**src/rtl/score_calc.sv**
```systemverilog
// score_calc: turns line-clear and soft-drop events into one-cycle score
// increments for the display counter, and tracks lines cleared and level.
// Line-clear points are base x (level+1), built by repeated addition.
module score_calc #(
    parameter int LINES_PER_LEVEL = 10,
    parameter int MAX_LEVEL       = 15,
    parameter int LINES_MAX       = 999
) (
    input  logic        clk_25_175,
    input  logic        reset,
    input  logic        clear_valid,
    input  logic [2:0]  clear_lines,
    output logic        clear_ready,
    input  logic        drop_valid,
    input  logic [4:0]  drop_cells,
    output logic [15:0] scorewire,
    output logic [3:0]  level,
    output logic [9:0]  lines_total,
    output logic        b2b_active
);

    localparam logic [4:0]  LPL_W   = 5'(LINES_PER_LEVEL);
    localparam logic [3:0]  LVL_MAX = 4'(MAX_LEVEL);
    localparam logic [10:0] LT_MAX  = 11'(LINES_MAX);

    typedef enum logic [1:0] {
        IDLE = 2'd0,
        MUL  = 2'd1,
        EMIT = 2'd2
    } state_t;

    state_t state_reg, state_next;

    logic [15:0] acc_reg;
    logic [15:0] base_reg;
    logic [3:0]  cnt_reg;
    logic [2:0]  lines_reg;
    logic [15:0] drop_acc_reg;
    logic [3:0]  level_reg;
    logic [9:0]  lines_total_reg;
    logic        b2b_reg;
    logic [3:0]  lil_reg;

    logic        transfer;
    logic        lines_ok;
    logic        flush;
    logic        emit_enter;
    logic [15:0] base_sel;
    logic [16:0] drop_sum;
    logic [15:0] drop_next;
    logic [4:0]  lil_sum;
    logic [4:0]  lil_wrap;
    logic        level_step;
    logic [10:0] lt_sum;
    logic [9:0]  lt_next;
    logic [3:0]  level_next;

    assign level       = level_reg;
    assign lines_total = lines_total_reg;
    assign b2b_active  = b2b_reg;

    // Handshake, award selection and next-state decode.
    always_comb begin
        state_next  = state_reg;
        clear_ready = (state_reg == IDLE);
        transfer    = clear_ready && clear_valid;
        lines_ok    = (clear_lines >= 3'd1) && (clear_lines <= 3'd4);
        emit_enter  = (state_reg == MUL) && (cnt_reg == 4'd0);
        // A clear transfer wins over a pending drop flush.
        flush       = (state_reg == IDLE) && (drop_acc_reg != 16'd0) && !transfer;
        scorewire   = 16'd0;
        if (state_reg == EMIT) begin
            scorewire = acc_reg;
        end else if (flush) begin
            scorewire = drop_acc_reg;
        end
        case (state_reg)
            IDLE:    if (transfer && lines_ok) state_next = MUL;
            MUL:     if (cnt_reg == 4'd0) state_next = EMIT;
            EMIT:    state_next = IDLE;
            default: state_next = IDLE;
        endcase
    end

    // Base points for the clear being offered; back-to-back tetris earns more.
    always_comb begin
        base_sel = 16'd0;
        case (clear_lines)
            3'd1:    base_sel = 16'd40;
            3'd2:    base_sel = 16'd100;
            3'd3:    base_sel = 16'd300;
            3'd4:    base_sel = b2b_reg ? 16'd1800 : 16'd1200;
            default: base_sel = 16'd0;
        endcase
    end

    // Saturating drop accumulator, line total and level bookkeeping.
    always_comb begin
        drop_sum   = {1'b0, (flush ? 16'd0 : drop_acc_reg)}
                   + {12'd0, (drop_valid ? drop_cells : 5'd0)};
        drop_next  = drop_sum[16] ? 16'hFFFF : drop_sum[15:0];

        lt_sum     = {1'b0, lines_total_reg} + {8'd0, lines_reg};
        lt_next    = (lt_sum > LT_MAX) ? LT_MAX[9:0] : lt_sum[9:0];

        lil_sum    = {1'b0, lil_reg} + {2'b00, lines_reg};
        level_step = (lil_sum >= LPL_W);
        lil_wrap   = level_step ? (lil_sum - LPL_W) : lil_sum;
        level_next = level_reg;
        if (level_step && (level_reg < LVL_MAX)) begin
            level_next = level_reg + 4'd1;
        end
    end

    // State register; reset aborts any multiply in flight.
    always_ff @(posedge clk_25_175) begin
        if (!reset) begin
            state_reg <= IDLE;
        end else begin
            state_reg <= state_next;
        end
    end

    // Datapath registers: multiplier, drop accumulator, progress counters.
    always_ff @(posedge clk_25_175) begin
        if (!reset) begin
            acc_reg         <= 16'd0;
            base_reg        <= 16'd0;
            cnt_reg         <= 4'd0;
            lines_reg       <= 3'd0;
            drop_acc_reg    <= 16'd0;
            level_reg       <= 4'd0;
            lines_total_reg <= 10'd0;
            b2b_reg         <= 1'b0;
            lil_reg         <= 4'd0;
        end else begin
            drop_acc_reg <= drop_next;

            if (transfer && lines_ok) begin
                base_reg  <= base_sel;
                acc_reg   <= 16'd0;
                cnt_reg   <= level_reg;
                lines_reg <= clear_lines;
            end

            if (state_reg == MUL) begin
                acc_reg <= acc_reg + base_reg;
                if (cnt_reg != 4'd0) begin
                    cnt_reg <= cnt_reg - 4'd1;
                end
            end

            // Counters move as the product is emitted; the new level
            // only affects the next clear.
            if (emit_enter) begin
                lines_total_reg <= lt_next;
                b2b_reg         <= (lines_reg == 3'd4);
                lil_reg         <= lil_wrap[3:0];
                level_reg       <= level_next;
            end
        end
    end

endmodule

```
**config.mk**
```make
export PLATFORM = sky130hd
export DESIGN_NAME = score_calc
export DESIGN_NICKNAME = d
export VERILOG_FILES = /design/src/rtl/score_calc.sv
export SDC_FILE = /design/constraint.sdc
export NUM_CORES = 1
export LEC_CHECK = 0
export ABC_AREA = 1
export ABC_CLOCK_PERIOD_IN_PS = 4000
export BUFFER_PORTS_ARGS = -buffer_cell sky130_fd_sc_hd__buf_2
export CORE_MARGIN = 1.5
export CORE_UTILIZATION = 41
export CTS_BUF_LIST = sky130_fd_sc_hd__clkbuf_4 sky130_fd_sc_hd__clkbuf_8
export CTS_CLUSTER_DIAMETER = 200
export DETAILED_ROUTE_END_ITERATION = 16
export PLACE_DENSITY_LB_ADDON = 0.2
export SETUP_SLACK_MARGIN = 0.02
export SLEW_MARGIN = 25
export SYNTH_ARGS = -nofsm -noshare
export SYNTH_HDL_FRONTEND = slang
export SYNTH_SLANG_ARGS = --single-unit
```
**constraint.sdc**
```tcl
create_clock -name clk_25_175 -period 4 [get_ports clk_25_175]
set_clock_uncertainty 0.1 [all_clocks]
set_input_delay 1.2 -clock clk_25_175 [delete_from_list [all_inputs] [get_ports clk_25_175]]
set_output_delay 1.2 -clock clk_25_175 [all_outputs]
set_load 0.005 [all_outputs]
```
==> flow_metrics.env, run 1 <==
export IMPL_synth_ff_type="dfxtp_1"
export IMPL_gp_congestion=0.878
export IMPL_num_vias=4146
export IMPL_crit_path_frequent_cell="buf_2"
export IMPL_numClockSinks=66
export IMPL_holdCritStartpoint="base_reg[5]"
export IMPL_reg2reg_depth=18
export IMPL_min_path_type="reg -> reg"
export IMPL_synth_area_um2=4260
export IMPL_htreeDepth=3
export IMPL_required_ns=2.70
export IMPL_hold_viol_final=0
export IMPL_cp_slowest_cell="inv_1"
export IMPL_antenna_cells=0
export IMPL_clockRootBuffer="clkbuf_8"
export IMPL_max_freq_mhz=291
export IMPL_yosysSeqAreaShare=0.310
export IMPL_tns_ns=0
export IMPL_port_buffers=43
export IMPL_vdd_ir_drop_max_uv=172
export IMPL_die_y_um=105
export IMPL_power_leakage_nw=2.33
export IMPL_grt_pass1_vias=3766
export IMPL_ys_async_sr_fraction=0
export IMPL_numCtsBuffers=9
export IMPL_yosysMostFrequentCell="nand2_1"
export IMPL_synth_seq_cells=66
export IMPL_ys_warn_count=0
export IMPL_cts_hold_buf=0
export IMPL_largest_register_ffs=16
export IMPL_clockBufferDepth=2
export IMPL_cap_viol_max_count=0
export IMPL_cp_max_fo=9
export IMPL_grt_use_total=0.200
export IMPL_maxSlewHeadroom=0.428
export IMPL_crit_chain="buf_2 > nor2_1 > nand2_2 > inv_1 > buf_4 > a32o_1 > buf_2"
export IMPL_core_um2=10200
export IMPL_synth_cells=649
export IMPL_slew_viol_final=0
export IMPL_drc=0
export IMPL_clock_latency_ns=0.34
export IMPL_drt_iter0_markers=164
export IMPL_status="completed"
export IMPL_drt_wl_total_um=10800
export IMPL_cts_resized=0
export IMPL_final_nets=729
export IMPL_synthesis_nets=688
export IMPL_post_drt_wl_per_cell_um=13.0
export IMPL_worstPathArrival_ns=2.14
export IMPL_drtAntennaViolNets=0
export IMPL_synth_commonest_cells="nand2_1, inv_1, nor2_1, dfxtp_1, nand3_1"
export IMPL_min_to="base_reg[5]"
export IMPL_syn2layout_area_growth_pct=12.0
export IMPL_r2r_slack_ns=0.85
export IMPL_critPathMaxStageDelay_ns=0.21
export IMPL_drive_above_1_share=0.111
export IMPL_grt_max_degree=29
export IMPL_via_per_inst=4.99
export IMPL_cts_setup_buffers=0
export IMPL_grt_overflow_total=0
export IMPL_ioPinCount=44
export IMPL_synth_edf_count=0
export IMPL_fin_crit_ns=3.44
export IMPL_reg2reg_to="drop_acc_reg[14]"
export IMPL_grt_antenna_before_repair=0
export IMPL_whs_ns=0.380
export IMPL_end_kind="primary output"
export IMPL_core_rowCount=37
export IMPL_synthDistinctLibCells=40
export IMPL_powerDensity_nw_per_um2=316
export IMPL_reg2reg_from="state_reg[0]"
export IMPL_dpl_hpwl_um=8050
export IMPL_cts_tree="done"
export IMPL_finalSetupViolCount=0
export IMPL_die_w_um=105
export IMPL_yosysTopAreaCell="dfxtp_1"
export IMPL_path_clk_slew_ns=0.07
export IMPL_grt_pass1_wl_um=17800
export IMPL_finalCritPeriodShare=0.860
export IMPL_criticalPathCategory="in -> out"
export IMPL_critPathTopFamily="buffers and inverters"
export IMPL_holdPathStages=2
export IMPL_synth_top_area_share=0.310
export IMPL_die_area_um2=11000
export IMPL_start_util=0.418
export IMPL_tightest_slew_ns=0.857
export IMPL_cp_start_kind="primary input"
export IMPL_rsz0062_at_grt="false"
export IMPL_crit_buf_inv=4
export IMPL_drtPass1Iterations=4
export IMPL_avgSynthCellArea_um2=6.57
export IMPL_synth_area_top_cells="dfxtp_1, nand2_1, inv_1, nand3_1, a21oi_1"
stage by stage:
step	cell area [um2]	setup WS, ns	util	instances	power, mW
global placement	4600	0.387	0.452	815	0.999
floorplan	4260	0.382	-	649	0.926
detailed placement	4600	0.354	0.452	815	1.01
CTS	4770	0.560	0.469	831	1.52
global route	4770	0.435	0.469	831	1.59
finish	4770	0.559	0.469	831	1.51
routing by layer:
| metal | GRT usage | part of all wire |
|---|---|---|
| met1 | 0.263 | 0.51 |
| met5 | 0 | 0 |
| met4 | 0.0695 | 0.015 |
| met3 | 0.0287 | 0.025 |
| met2 | 0.335 | 0.45 |
placed cells by master (no fill, tap or decap), types with 3 or more instances in the layout:
cell type,instances
a21o_1,4
a21oi_1,59
a31oi_1,5
buf_2,43
buf_4,6
clkbuf_4,3
clkbuf_8,10
clkinv_2,3
dfxtp_1,66
fa_1,4
ha_1,23
inv_1,93
nand2_1,137
nand3_1,60
nand4_1,8
nor2_1,73
nor3_1,7
o21ai_0,47
or2_2,3
xnor2_1,3
xor2_1,12
worst reg2reg max path: cells and delay by family (launching register included):
kind / cells / cell delay, ns
simple gates: 13 / 1.52
flops: 1 / 0.30
buf+inv: 4 / 0.84
fa+ha+maj: 1 / 0.35
report_power, final:
group | internal, mW | switching, mW
sequential | 0.689 | 0.0276
combinational | 0.0965 | 0.178
clock | 0.260 | 0.256
total | 1.05 | 0.462
kinds of logic (layout without fill, tap and decap cells):
group | count (synthesis) | after routing | synth area share
AOI/OAI and AO/OA | 129 | 129 | 0.165
xor gates and xnor gates | 15 | 15 | 0.0308
adders and majority gates | 27 | 27 | 0.0863
buffers and inverters | 113 | 159 | 0.105
DFF | 66 | 66 | 0.310
and+or+nand+nor | 299 | 299 | 0.303
layout make-up:
cell class                      count  area [um2]
Inverter                           94         353
Multi-Input combinational cell    470        2490
Tap cell                          136         170
Sequential cell                    66        1320
Timing Repair Buffer               49         260
Clock inverter                      3        15.0
Fill cell                        1111        5410
Clock buffer                       13         160
worst max-delay path by stage:
stage                      from               end  slack, ns  depth (start not counted)
finish              clear_valid      scorewire[5]       0.56                          7
global route        clear_valid  drop_acc_reg[14]       0.43                         17
CTS                 clear_valid      scorewire[5]       0.56                          7
detailed placement  clear_valid  drop_acc_reg[15]       0.35                         17
global placement    clear_valid  drop_acc_reg[11]       0.39                         17
floorplan           clear_valid  drop_acc_reg[10]       0.38                         18
(Power assumes the default switching activity.)
==> run 2, diff against run 1 <==
- CELL_PAD_IN_SITES_DETAIL_PLACEMENT: unset -> 1
- CELL_PAD_IN_SITES_GLOBAL_PLACEMENT: unset -> 1
==> flow_metrics.env, run 2 (synthesized netlist as in run 1, its figures left out) <==
export IMPL_final_common_cell="nand2_1"
export IMPL_cts_setup_buffers=0
export IMPL_powerDensity_nw_per_um2=320
export IMPL_drtPass1Iterations=4
export IMPL_grt_max_degree=29
export IMPL_drive_above_1_share=0.111
export IMPL_cp_num_cells=6
export IMPL_crit_path_frequent_cell="buf_2"
export IMPL_numClockSinks=66
export IMPL_slew_viol_final=0
export IMPL_maxSlewHeadroom=0.336
export IMPL_required_ns=2.70
export IMPL_max_freq_mhz=278
export IMPL_htreeDepth=3
export IMPL_cp_start_kind="primary input"
export IMPL_fin_crit_ns=3.59
export IMPL_cts_hold_buf=0
export IMPL_mostFrequentLayoutCells="nand2_1, inv_1, nor2_1"
export IMPL_path_clk_slew_ns=0.07
export IMPL_port_buffers=43
export IMPL_critPathMaxStageDelay_ns=0.32
export IMPL_dp_slack_ns=0.410
export IMPL_tightest_slew_ns=0.994
export IMPL_drc=0
export IMPL_start_util=0.418
export IMPL_clockBufferDepth=2
export IMPL_n_fill_cell=1398
export IMPL_syn2layout_area_growth_pct=12.2
export IMPL_largest_register_ffs=16
export IMPL_grt_use_total=0.244
export IMPL_clockRootBuffer="clkbuf_8"
export IMPL_crit_chain="buf_2 > nor2_1 > nand2_2 > buf_4 > o21ai_0 > buf_2"
export IMPL_numCtsBuffers=9
export IMPL_grt_pass1_vias=4553
export IMPL_via_per_inst=5.25
export IMPL_clock_latency_ns=0.35
export IMPL_drt_iter0_markers=130
export IMPL_fin_ws_ns=0.406
export IMPL_drtAntennaViolNets=0
export IMPL_power_leakage_nw=2.34
export IMPL_die_w_um=105
export IMPL_grt_overflow_total=0
export IMPL_finalSetupViolCount=0
export IMPL_ioPinCount=44
export IMPL_worstPathArrival_ns=2.29
export IMPL_antenna_cells=0
export IMPL_die_y_um=105
export IMPL_gp_congestion=0.842
export IMPL_rsz0062_at_grt="false"
export IMPL_cap_viol_max_count=0
export IMPL_status="completed"
export IMPL_core_um2=10200
export IMPL_die_area_um2=11000
export IMPL_cts_tree="done"
export IMPL_final_nets=730
export IMPL_holdPathStages=2
export IMPL_totalPowerFinal_mw=1.53
export IMPL_vdd_ir_drop_max_uv=140
export IMPL_cp_max_fo=28
export IMPL_crit_buf_inv=3
export IMPL_grt_pass1_wl_um=21700
export IMPL_reg2reg_depth=18
export IMPL_cp_slowest_cell="o21ai_0"
export IMPL_grt_antenna_before_repair=0
export IMPL_finalCritPeriodShare=0.899
export IMPL_drt_wl_total_um=12600
export IMPL_hold_viol_final=0
export IMPL_core_rowCount=37
export IMPL_criticalPathCategory="in -> out"
export IMPL_post_drt_wl_per_cell_um=15.1
export IMPL_critPathTopFamily="buffers and inverters"
export IMPL_num_vias=4361
export IMPL_cts_resized=0
export IMPL_dpl_hpwl_um=9430
export IMPL_end_kind="primary output"
export IMPL_min_path_type="reg -> reg"
export IMPL_tns_ns=0
## run 2: worst paths after layout
path	start	end	slack, ns
min	lil_reg[0]	lil_reg[0]	0.40
min reg2reg	lil_reg[0]	lil_reg[0]	0.40
max	clear_valid	scorewire[14]	0.41
max reg2reg	state_reg[0]	drop_acc_reg[11]	0.92
## run 2: final cells by class
cell class                 count  area (um2)  area share
tap                          136         170      0.0356
clock buffer                  12         159      0.0332
timing repair buffer          50         268      0.0560
inverter                      94         353      0.0738
clock inverter                 3        15.0     0.00314
sequential                    66        1320       0.276
multi-input combinational    470        2490       0.522
## run 2: tightest hold or removal path: stages, from the launching register on
cell	delay, ns
dfxtp_1	0.31
nor2_1	0.09
nor2_1	0.05
## run 2: through the flow
stage	hold WS (ns)	instance area (um2)	utilization	cells
after global placement	0.370	4610	0.452	816
after CTS	0.397	4780	0.469	831
after floorplan	0.344	4260	-	649
after detailed placement	0.382	4610	0.452	816
after global routing	0.413	4780	0.469	831
final	0.396	4780	0.469	831
## run 2: metal layers
layer / up-vias / wire length [um] / GRT usage
li1: 2202 / - / -
met1: 2069 / 5670 / 0.299
met2: 72 / 6170 / 0.429
met3: 18 / 485 / 0.0356
met4: 0 / 228 / 0.0920
met5: - / 0 / 0
## run 2: where the power goes
part,internal (mW),switching (mW),total (mW)
logic,0.0967,0.184,0.280
registers,0.689,0.0298,0.718
clock network,0.260,0.270,0.529
total,1.05,0.483,1.53
